$ cat config.mk
export PLATFORM = sky130hd
export DESIGN_NAME = code_phase_search
export DESIGN_NICKNAME = d
export VERILOG_FILES = /design/src/rtl/cps_pkg.sv /design/src/rtl/cps_window_timer.sv /design/src/rtl/code_phase_search.sv
export SDC_FILE = /design/constraint.sdc
export NUM_CORES = 1
export LEC_CHECK = 0
export ABC_AREA = 1
export CAP_MARGIN = 10
export CORE_MARGIN = 2
export CORE_UTILIZATION = 35
export DETAILED_ROUTE_END_ITERATION = 7
export PLACE_DENSITY = 0.59
export SLEW_MARGIN = 5
export SYNTH_ARGS = -nofsm -noshare
export SYNTH_HDL_FRONTEND = slang
export SYNTH_SLANG_ARGS = --single-unit
$ cat constraint.sdc
create_clock -name clk -period 2.3 [get_ports clk]
set_clock_uncertainty 0.05 [all_clocks]
set_input_delay 0.46 -clock clk [delete_from_list [all_inputs] [get_ports clk]]
set_output_delay 0.46 -clock clk [all_outputs]
set_load 0.05 [all_outputs]
$ cat src/rtl/cps_pkg.sv
// Shared types and constants for the code-phase search block.
package cps_pkg;

  localparam int SCORE_W = 9;
  // Most negative 9-bit signed value (-256); seeds the best-score tracker.
  localparam logic signed [SCORE_W-1:0] SCORE_MIN = 9'h100;

  typedef enum logic [2:0] {
    IDLE,
    CLEAR,
    INTEGRATE,
    EVAL,
    SLIP,
    DONE
  } state_t;

endpackage

$ cat src/rtl/cps_window_timer.sv
// Integration window timer: load arms a WIN_LEN-cycle window, count steps it,
// expire flags the final counted cycle.
module cps_window_timer #(
  parameter int WIN_LEN = 200
) (
  input  logic clk,
  input  logic rst_n,
  input  logic load,
  input  logic count,
  output logic expire
);

  logic [7:0] cnt;

  // NOTE: sequential state uses non-blocking assignments so every flop samples
  // pre-edge values regardless of process evaluation order.
  always_ff @(posedge clk or negedge rst_n) begin
    if (!rst_n) begin
      cnt <= '0;
    end else if (load) begin
      cnt <= 8'(WIN_LEN - 1);
    end else if (count && cnt != '0) begin
      cnt <= cnt - 8'd1;
    end
  end

  assign expire = count && (cnt == '0);

endmodule

$ cat src/rtl/code_phase_search.sv
// Serial code-phase search: integrates each phase for WIN_LEN cycles and keeps
// the best score. Define CPS_EARLY_LOCK_EN to stop at the first phase >= THRESH.
module code_phase_search
  import cps_pkg::*;
#(
  parameter int WIN_LEN    = 200,
  parameter int NUM_PHASES = 31,
  parameter int THRESH     = 40,
  localparam int PH_W      = (NUM_PHASES > 1) ? $clog2(NUM_PHASES) : 1
) (
  input  logic                      clk,
  input  logic                      rst_n,
  input  logic                      start,
  input  logic [7:0]                match_cnt,
  input  logic [7:0]                miss_cnt,
  output logic                      corr_clr,
  output logic                      code_slip,
  output logic                      busy,
  output logic                      done,
  output logic                      locked,
  output logic [PH_W-1:0]           best_phase,
  output logic signed [SCORE_W-1:0] best_score
);

  localparam logic signed [SCORE_W-1:0] THRESH_S   = SCORE_W'(THRESH);
  localparam logic [PH_W-1:0]           LAST_PHASE = PH_W'(NUM_PHASES - 1);

  state_t                      state, state_next;
  logic [PH_W-1:0]             phase_idx;
  logic signed [SCORE_W-1:0]   score;
  logic                        better;
  logic                        early_hit;
  logic                        win_load, win_count, win_expire;

  assign score  = $signed({1'b0, match_cnt}) - $signed({1'b0, miss_cnt});
  assign better = score > best_score;

`ifdef CPS_EARLY_LOCK_EN
  assign early_hit = score >= THRESH_S;
`else
  assign early_hit = 1'b0;
`endif

  cps_window_timer #(.WIN_LEN(WIN_LEN)) u_timer (
    .clk   (clk),
    .rst_n (rst_n),
    .load  (win_load),
    .count (win_count),
    .expire(win_expire)
  );

  always_ff @(posedge clk or negedge rst_n) begin
    if (!rst_n) state <= IDLE;
    else        state <= state_next;
  end

  // NOTE: every output of this block gets a default first, so no path through
  // the case statement can leave a signal unassigned and infer a latch.
  always_comb begin
    state_next = state;
    corr_clr   = 1'b0;
    code_slip  = 1'b0;
    done       = 1'b0;
    win_load   = 1'b0;
    win_count  = 1'b0;
    busy       = (state != IDLE);
    case (state)
      IDLE:      if (start) state_next = CLEAR;
      CLEAR: begin
        corr_clr   = 1'b1;
        win_load   = 1'b1;
        state_next = INTEGRATE;
      end
      INTEGRATE: begin
        win_count = 1'b1;
        if (win_expire) state_next = EVAL;
      end
      EVAL:      state_next = (phase_idx == LAST_PHASE || early_hit) ? DONE : SLIP;
      SLIP: begin
        code_slip  = 1'b1;
        state_next = CLEAR;
      end
      DONE: begin
        done       = 1'b1;
        state_next = IDLE;
      end
      default:   state_next = IDLE;
    endcase
  end

  // Result registers hold through IDLE and are only re-seeded by an accepted start.
  always_ff @(posedge clk or negedge rst_n) begin
    if (!rst_n) begin
      phase_idx  <= '0;
      best_score <= '0;
      best_phase <= '0;
      locked     <= 1'b0;
    end else begin
      case (state)
        IDLE: if (start) begin
          phase_idx  <= '0;
          best_score <= SCORE_MIN;
          best_phase <= '0;
          locked     <= 1'b0;
        end
        EVAL: if (better) begin
          best_score <= score;
          best_phase <= phase_idx;
        end
        SLIP:    phase_idx <= phase_idx + 1'b1;
        DONE:    locked    <= (best_score >= THRESH_S);
        default: ;
      endcase
    end
  end

endmodule

==> results of run 1 <==
[what timing repair did]
| action | 4_1_cts | 5_1_grt |
|---|---|---|
| cloned | 1 | 0 |
| endpoints found under the setup margin | 14 | 14 |
| setup buffers | 22 | 3 |
| resized for setup | 75 | 14 |
| hold endpoints to repair | 0 | 0 |
| pin swaps | 39 | 16 |
[per-stage QoR]
stage	instances	worst slack (ns)	TNS [ns]	power (mW)
finish	466	-0.460	-6.16	3.69
global route	466	-0.571	-7.60	3.99
CTS	463	-0.421	-5.62	3.62
detailed placement	433	-1.20	-16.63	2.89
global placement	433	-1.16	-15.92	2.87
floorplan	301	-0.400	-5.11	2.27
[cells in the mapped netlist (2+ instances only)]
master / number / area (um2)
sky130_fd_sc_hd__nand2_1: 75 / 282
sky130_fd_sc_hd__inv_1: 49 / 184
sky130_fd_sc_hd__dfrtp_1: 31 / 776
sky130_fd_sc_hd__nor2_1: 25 / 93.8
sky130_fd_sc_hd__nand3_1: 22 / 110
sky130_fd_sc_hd__ha_1: 21 / 263
sky130_fd_sc_hd__a21oi_1: 13 / 65.1
sky130_fd_sc_hd__o21ai_0: 11 / 55.1
sky130_fd_sc_hd__inv_2: 7 / 26.3
sky130_fd_sc_hd__nand4_1: 5 / 31.3
sky130_fd_sc_hd__xor2_1: 5 / 43.8
sky130_fd_sc_hd__nor2_2: 3 / 18.8
sky130_fd_sc_hd__nor3_1: 3 / 15.0
sky130_fd_sc_hd__a31oi_1: 2 / 12.5
sky130_fd_sc_hd__nand2_4: 2 / 22.5
sky130_fd_sc_hd__nand3_2: 2 / 20.0
sky130_fd_sc_hd__nand3b_1: 2 / 15.0
sky130_fd_sc_hd__nor3_2: 2 / 20.0
sky130_fd_sc_hd__o21ai_1: 2 / 10.0
sky130_fd_sc_hd__or2_2: 2 / 12.5
[sequential cells by signal (all words and copies together), names as in the netlist]
name         cells
locked           1
best_phase       5
u_timer.cnt      8
best_score       9
phase_idx        5
state            3
[path summary, 6_finish.rpt]
check                                           from                          to  slack [ns]  cells after the start
max                                     match_cnt[0]   best_score[8]$_DFFE_PN0P_       -0.46                     19
min                         phase_idx[4]$_DFFE_PN0P_    phase_idx[4]$_DFFE_PN0P_        0.40                      1
max reg2reg                best_score[7]$_DFFE_PN0P_   best_score[8]$_DFFE_PN0P_        0.42                     10
min reg2reg                 phase_idx[4]$_DFFE_PN0P_    phase_idx[4]$_DFFE_PN0P_        0.40                      1
max in group asynchronous                      rst_n  u_timer.cnt[3]$_DFFE_PN0P_        1.38                      2
min in group asynchronous                      rst_n    phase_idx[0]$_DFFE_PN0P_        0.52                      2
[power breakdown]
part	total [mW]	internal, mW	switching [mW]
sequential	0.902	0.720	0.182
combinational	2.36	0.938	1.42
clock	0.429	0.234	0.195
[cells by family after synthesis]
kind of cell | Yosys count | share of synthesized area
XOR/XNOR | 5 | 0.0197
AND/OR/NAND/NOR | 147 | 0.307
buffers and inverters | 61 | 0.107
flip-flops | 31 | 0.350
AO/OA/AOI/OAI | 35 | 0.0886
adder cells (fa/ha/maj) | 22 | 0.127
[layout make-up]
type / count / share of cell area
clock inverters: 1 / 0.00145
flip-flops and latches: 31 / 0.225
inverters: 57 / 0.0656
clock buffers: 6 / 0.0239
well taps: 77 / 0.0279
repair buffers: 85 / 0.215
multi-input cells: 209 / 0.441
[routing by layer]
metal  vias to the layer above  wire length [um]  GRT usage  share of wire
met2                        51              2820      0.294           0.51
met1                      1009              2440      0.204           0.44
met5                         -                 0          0              0
met4                         0                71     0.0513          0.013
met3                         8               181     0.0237          0.033
li1                       1134                 -          -              -
==> metrics.json, run 1 <==
{
  "run_status": {
    "status": "finished with violations",
    "failed_checks": "setup timing"
  },
  "routing": {
    "drc": 0,
    "number_of_nets_with_antenna_violations_after_routing": 0,
    "route.detailed.wl_per_inst_um": 11.8,
    "post_drt_via_cell_ratio": 4.73,
    "detailroute.via_count": 2202,
    "routed_wire_length_mm": 5.51,
    "first_iter_violations": 89,
    "drt-pass1-iter-count": 4
  },
  "timing": {
    "relSlewSlack": 0.619,
    "setup_viol_count_final": 14,
    "max_freq_ghz": 0.362,
    "rsz0062_at_grt": "true",
    "finalHoldViolations": 0,
    "final_max_slew_viol_count": 0,
    "timing.final.crit_share": 1.20,
    "finalCriticalPeriod_ns": 2.76,
    "whs_ns": 0.404,
    "final.setup.worst_slack_ns": -0.460,
    "worst_pin_slew_ns": 0.569
  },
  "worst_setup_path": {
    "path_cells": "buf_8, inv_12, ha_4, inv_2, fa_2, buf_6, nand4_1, nand3_2, xor2_2, inv_2, ha_4, nand2_2, nor2_2, nand3_1, nand4_1, nand4_4, buf_8, nand3_2, nand2_1",
    "library_cell_contributing_the_largest_single_delay_on_the_critical_path": "sky130_fd_sc_hd__fa_2",
    "critical_path.endpoint_type": "flip-flop",
    "worst_ep_required_time_ns": 2.41,
    "critical_path_buf_inv_count": 6,
    "cp_top_family": "simple AND/OR/NAND/NOR gates",
    "cpPeakStageDelay_ns": 0.36,
    "crit_arrival_ns": 2.87,
    "setup.worst_path.class": "in -> reg",
    "worst_setup_path_start_kind": "input port",
    "path_max_fanout": 7
  },
  "clock_tree": {
    "cts_made_buffers": 5,
    "clk_slew_on_worst_s_h_paths_ns": 0.07,
    "holdBufCountCts": 0,
    "tritoncts_clock_tree": "built",
    "cts_num_sinks": 31,
    "clock_tree.root_cell": "sky130_fd_sc_hd__clkbuf_8",
    "htree_levels": 2,
    "clk_path_buf_depth": 2,
    "worstSkewPairLatency_ns": 0.28
  },
  "logic_synthesis": {
    "synth_edf_count": 0,
    "ys_dominant_reg_cell": "sky130_fd_sc_hd__dfrtp_1",
    "sequential_element_share_of_the_synthesized_area": 0.350,
    "post_synthesis_area_per_instance_um2": 7.37,
    "synth.net_count": 342,
    "number_of_flip_flops_and_latches_in_the_synthesized_netlist": 31,
    "synth_cell_type_count": 37,
    "netlist_instances": 301,
    "post_synthesis_cell_area_mm2": 0.00222,
    "yosysWarningCount": 0,
    "ys_async_sr_fraction": 1.00
  },
  "placement": {
    "detailed_place.area_mm2": 0.00288,
    "routabilityCongestion": 0.812,
    "port-buffer-count": 37,
    "dpl.hpwl_mm": 3.81
  },
  "flow_run": {
    "drv.max_cap_violation_count": 0
  },
  "floorplanning": {
    "dieHeight_um": 83.6,
    "num_rows": 29,
    "fp.dieW_um": 83.6,
    "io_pins": 38,
    "placeableCoreArea_mm2": 0.00624,
    "design.die.area_mm2": 0.00699,
    "starting_density_of_the_core": 0.355
  },
  "finish": {
    "share_of_the_core_filled_with_cells": 0.553,
    "synthToLayoutAreaGrowth_pct": 55.6,
    "multiInputGateArea_mm2": 0.00152,
    "numnets_final": 430,
    "layout_commonest_cell": "sky130_fd_sc_hd__nand2_1",
    "drive_above_1_share": 0.373,
    "final_area_mm2": 0.00345,
    "seqCellArea_um2": 776,
    "antenna_cells_inserted": 0,
    "filler_cell_count": 603,
    "most-common-layout-cells": "sky130_fd_sc_hd__nand2_1, sky130_fd_sc_hd__buf_4, sky130_fd_sc_hd__inv_1"
  },
  "global_routing": {
    "antenna_found_initial": 0,
    "first_global_vias": 2201,
    "grt_start_max_net_pins": 32,
    "grt_overflow_total": 0,
    "gr-usage-all-layers": 0.164,
    "grt_pass1_wl_mm": 9.68
  },
  "pwr": {
    "leakage_component_of_the_power_nw": 1.69,
    "powerDensity_mw_per_mm2": 1070,
    "peakVddDrop_mv": 0.796
  },
  "min_path": {
    "worst_hold_path_type": "reg -> reg"
  }
}
No activity file was read; power rests on OpenSTA's default activity.
==> inputs of run 2 (changes only) <==
--- a/config.mk
+++ b/config.mk
@@ -10,6 +10,7 @@
 export CORE_MARGIN = 2
 export CORE_UTILIZATION = 35
 export DETAILED_ROUTE_END_ITERATION = 7
+export GPL_ROUTABILITY_DRIVEN = 0
 export PLACE_DENSITY = 0.59
 export SLEW_MARGIN = 5
 export SYNTH_ARGS = -nofsm -noshare
==> results of run 2 <==
Same layout as run 1: the final DEF is identical, and so are final timing and power.
==> inputs of run 3 (changes only) <==
--- a/config.mk
+++ b/config.mk
@@ -7,6 +7,7 @@
 export LEC_CHECK = 0
 export ABC_AREA = 1
 export CAP_MARGIN = 10
+export CORE_ASPECT_RATIO = 0.7
 export CORE_MARGIN = 2
 export CORE_UTILIZATION = 35
 export DETAILED_ROUTE_END_ITERATION = 7
==> constraint.sdc (replaced) <==
create_clock -name clk -period 2.85 [get_ports clk]
set_clock_uncertainty 0.05 [all_clocks]
set_input_delay 0.57 -clock clk [delete_from_list [all_inputs] [get_ports clk]]
set_output_delay 0.57 -clock clk [all_outputs]
set_load 0.05 [all_outputs]
==> metrics.json, run 3 (synthesized netlist as in run 1, its figures left out) <==
{
  "run_status": {
    "status": "finished with violations",
    "failed_checks": "setup timing"
  },
  "timing": {
    "timing.final.crit_share": 1.00,
    "final_max_slew_viol_count": 0,
    "finalHoldViolations": 0,
    "finalCriticalPeriod_ns": 2.85,
    "relSlewSlack": 0.618,
    "worst_pin_slew_ns": 0.572,
    "final.setup.worst_slack_ns": -0.0000415,
    "rsz0062_at_grt": "true",
    "setup_viol_count_final": 1,
    "max_freq_ghz": 0.351
  },
  "worst_setup_path": {
    "path_max_fanout": 7,
    "critical_path.endpoint_type": "flip-flop",
    "crit_arrival_ns": 2.98,
    "worst_ep_required_time_ns": 2.98,
    "setup.worst_path.class": "in -> reg",
    "worst_setup_path_start_kind": "input port"
  },
  "placement": {
    "dpl.hpwl_mm": 3.95,
    "pre_cts_slack_ns": -0.656,
    "port-buffer-count": 37
  },
  "routing": {
    "detailroute.via_count": 2208,
    "first_iter_violations": 98,
    "routed_wire_length_mm": 6.08,
    "number_of_nets_with_antenna_violations_after_routing": 0,
    "post_drt_via_cell_ratio": 4.81,
    "drt-pass1-iter-count": 4,
    "route.detailed.wl_per_inst_um": 13.3,
    "drc": 0
  },
  "min_path": {
    "worst_hold_path_type": "reg -> reg"
  },
  "pwr": {
    "powerDensity_mw_per_mm2": 902,
    "leakage_component_of_the_power_nw": 1.68,
    "peakVddDrop_mv": 0.422
  },
  "clock_tree": {
    "clk_path_buf_depth": 2,
    "clk_slew_on_worst_s_h_paths_ns": 0.07,
    "tritoncts_clock_tree": "built",
    "htree_levels": 2,
    "cts_num_sinks": 31,
    "cts_made_buffers": 5,
    "clock_tree.root_cell": "sky130_fd_sc_hd__clkbuf_8",
    "worstSkewPairLatency_ns": 0.29
  },
  "finish": {
    "share_of_the_core_filled_with_cells": 0.552,
    "filler_cell_count": 567,
    "reg_top3": "best_score: 9 flops, u_timer.cnt: 8 flops",
    "drive_above_1_share": 0.367,
    "most-common-layout-cells": "sky130_fd_sc_hd__nand2_1, sky130_fd_sc_hd__buf_4, sky130_fd_sc_hd__inv_1, sky130_fd_sc_hd__dfrtp_1",
    "largest_register_ff_count": 9,
    "numnets_final": 421,
    "top_register": "best_score",
    "layout_commonest_cell": "sky130_fd_sc_hd__nand2_1",
    "seqCellArea_um2": 776,
    "antenna_cells_inserted": 0,
    "synthToLayoutAreaGrowth_pct": 54.0,
    "multiInputGateArea_mm2": 0.00156
  },
  "floorplanning": {
    "design.die.area_mm2": 0.00700,
    "io_pins": 38,
    "dieHeight_um": 70.6,
    "num_rows": 24,
    "placeableCoreArea_mm2": 0.00619,
    "fp.dieW_um": 99.2,
    "starting_density_of_the_core": 0.359
  },
  "flow_run": {
    "drv.max_cap_violation_count": 0
  },
  "global_routing": {
    "gr-usage-all-layers": 0.178,
    "grt_pass1_wl_mm": 9.87,
    "grt_start_max_net_pins": 32,
    "grt_overflow_total": 0,
    "antenna_found_initial": 0,
    "first_global_vias": 2160
  }
}
-- run 3: cell count changes in the layout (fill, tap and decap cells not counted), moves of 4 or more --
cell                      delta
sky130_fd_sc_hd__buf_4      -13
sky130_fd_sc_hd__nand2_1     -7
sky130_fd_sc_hd__inv_2       +4
sky130_fd_sc_hd__buf_6       +4
sky130_fd_sc_hd__inv_1       -4
sky130_fd_sc_hd__nand2_2     +5
-- run 3: path summary, 6_finish.rpt --
kind	end	startpoint	cells after the start	slack, ns
worst max register to register	best_score[5]$_DFFE_PN0P_	best_score[3]$_DFFE_PN0P_	9	0.93
max in group asynchronous	u_timer.cnt[1]$_DFFE_PN0P_	rst_n	2	1.83
worst min-delay path	phase_idx[4]$_DFFE_PN0P_	phase_idx[4]$_DFFE_PN0P_	1	0.41
worst max-delay path	best_score[4]$_DFFE_PN0P_	match_cnt[5]	16	-0.00004
worst min register to register	phase_idx[4]$_DFFE_PN0P_	phase_idx[4]$_DFFE_PN0P_	1	0.41
min in group asynchronous	best_score[2]$_DFFE_PN0P_	rst_n	2	0.63
-- run 3: area by class of cell --
cell class | count | area share
inverter | 57 | 0.0634
multi-input combinational | 209 | 0.456
timing repair buffer | 76 | 0.196
clock buffer | 8 | 0.0293
tap | 78 | 0.0286
sequential | 31 | 0.227
-- run 3: worst max-delay path, stage by stage --
cell                            delay, ns
sky130_fd_sc_hd__dlygate4sd2_1       0.26
sky130_fd_sc_hd__ha_4                0.25
sky130_fd_sc_hd__buf_6               0.13
sky130_fd_sc_hd__a21oi_4             0.13
sky130_fd_sc_hd__nand3_2             0.13
sky130_fd_sc_hd__xor2_2              0.24
sky130_fd_sc_hd__inv_2               0.07
sky130_fd_sc_hd__ha_4                0.27
sky130_fd_sc_hd__nand2_1             0.09
sky130_fd_sc_hd__nor2_4              0.13
sky130_fd_sc_hd__nand3_2             0.06
sky130_fd_sc_hd__nand4_1             0.14
sky130_fd_sc_hd__nand4_4             0.16
sky130_fd_sc_hd__buf_6               0.20
sky130_fd_sc_hd__nand3_1             0.07
sky130_fd_sc_hd__nand2_1             0.06
-- run 3: repair_timing --
item | in CTS | in global routing
hold buffers | 0 | 0
pin swaps | 33 | 17
setup buffers | 14 | 1
endpoints found under the setup margin | 14 | 15
resized for setup | 69 | 33
cloned | 1 | 0
-- run 3: report_power, final --
group	switching (mW)	internal, mW
clock network	0.170	0.220
logic	1.21	0.753
registers	0.147	0.581
total	1.53	1.55
-- run 3: through the flow --
step / instances / cell area, um2 / power (mW) / setup TNS [ns] / hold WS, ns
after floorplan: 301 / 2250 / 1.83 / 0 / 0.224
after global placement: 435 / 2870 / 2.31 / -8.90 / 0.403
after detailed placement: 435 / 2870 / 2.32 / -8.92 / 0.397
after CTS: 458 / 3300 / 2.93 / 0 / 0.405
after global routing: 459 / 3420 / 3.30 / -1.58 / 0.411
final: 459 / 3420 / 3.08 / -0.0000415 / 0.405
-- run 3: layer usage --
layer  global-route usage  up-vias  wire [um]
met4               0.0563        0         90
met3               0.0385        9        280
li1                     -     1115          -
met1                0.252     1032       3000
met5                    0        -          0
met2                0.273       52       2710
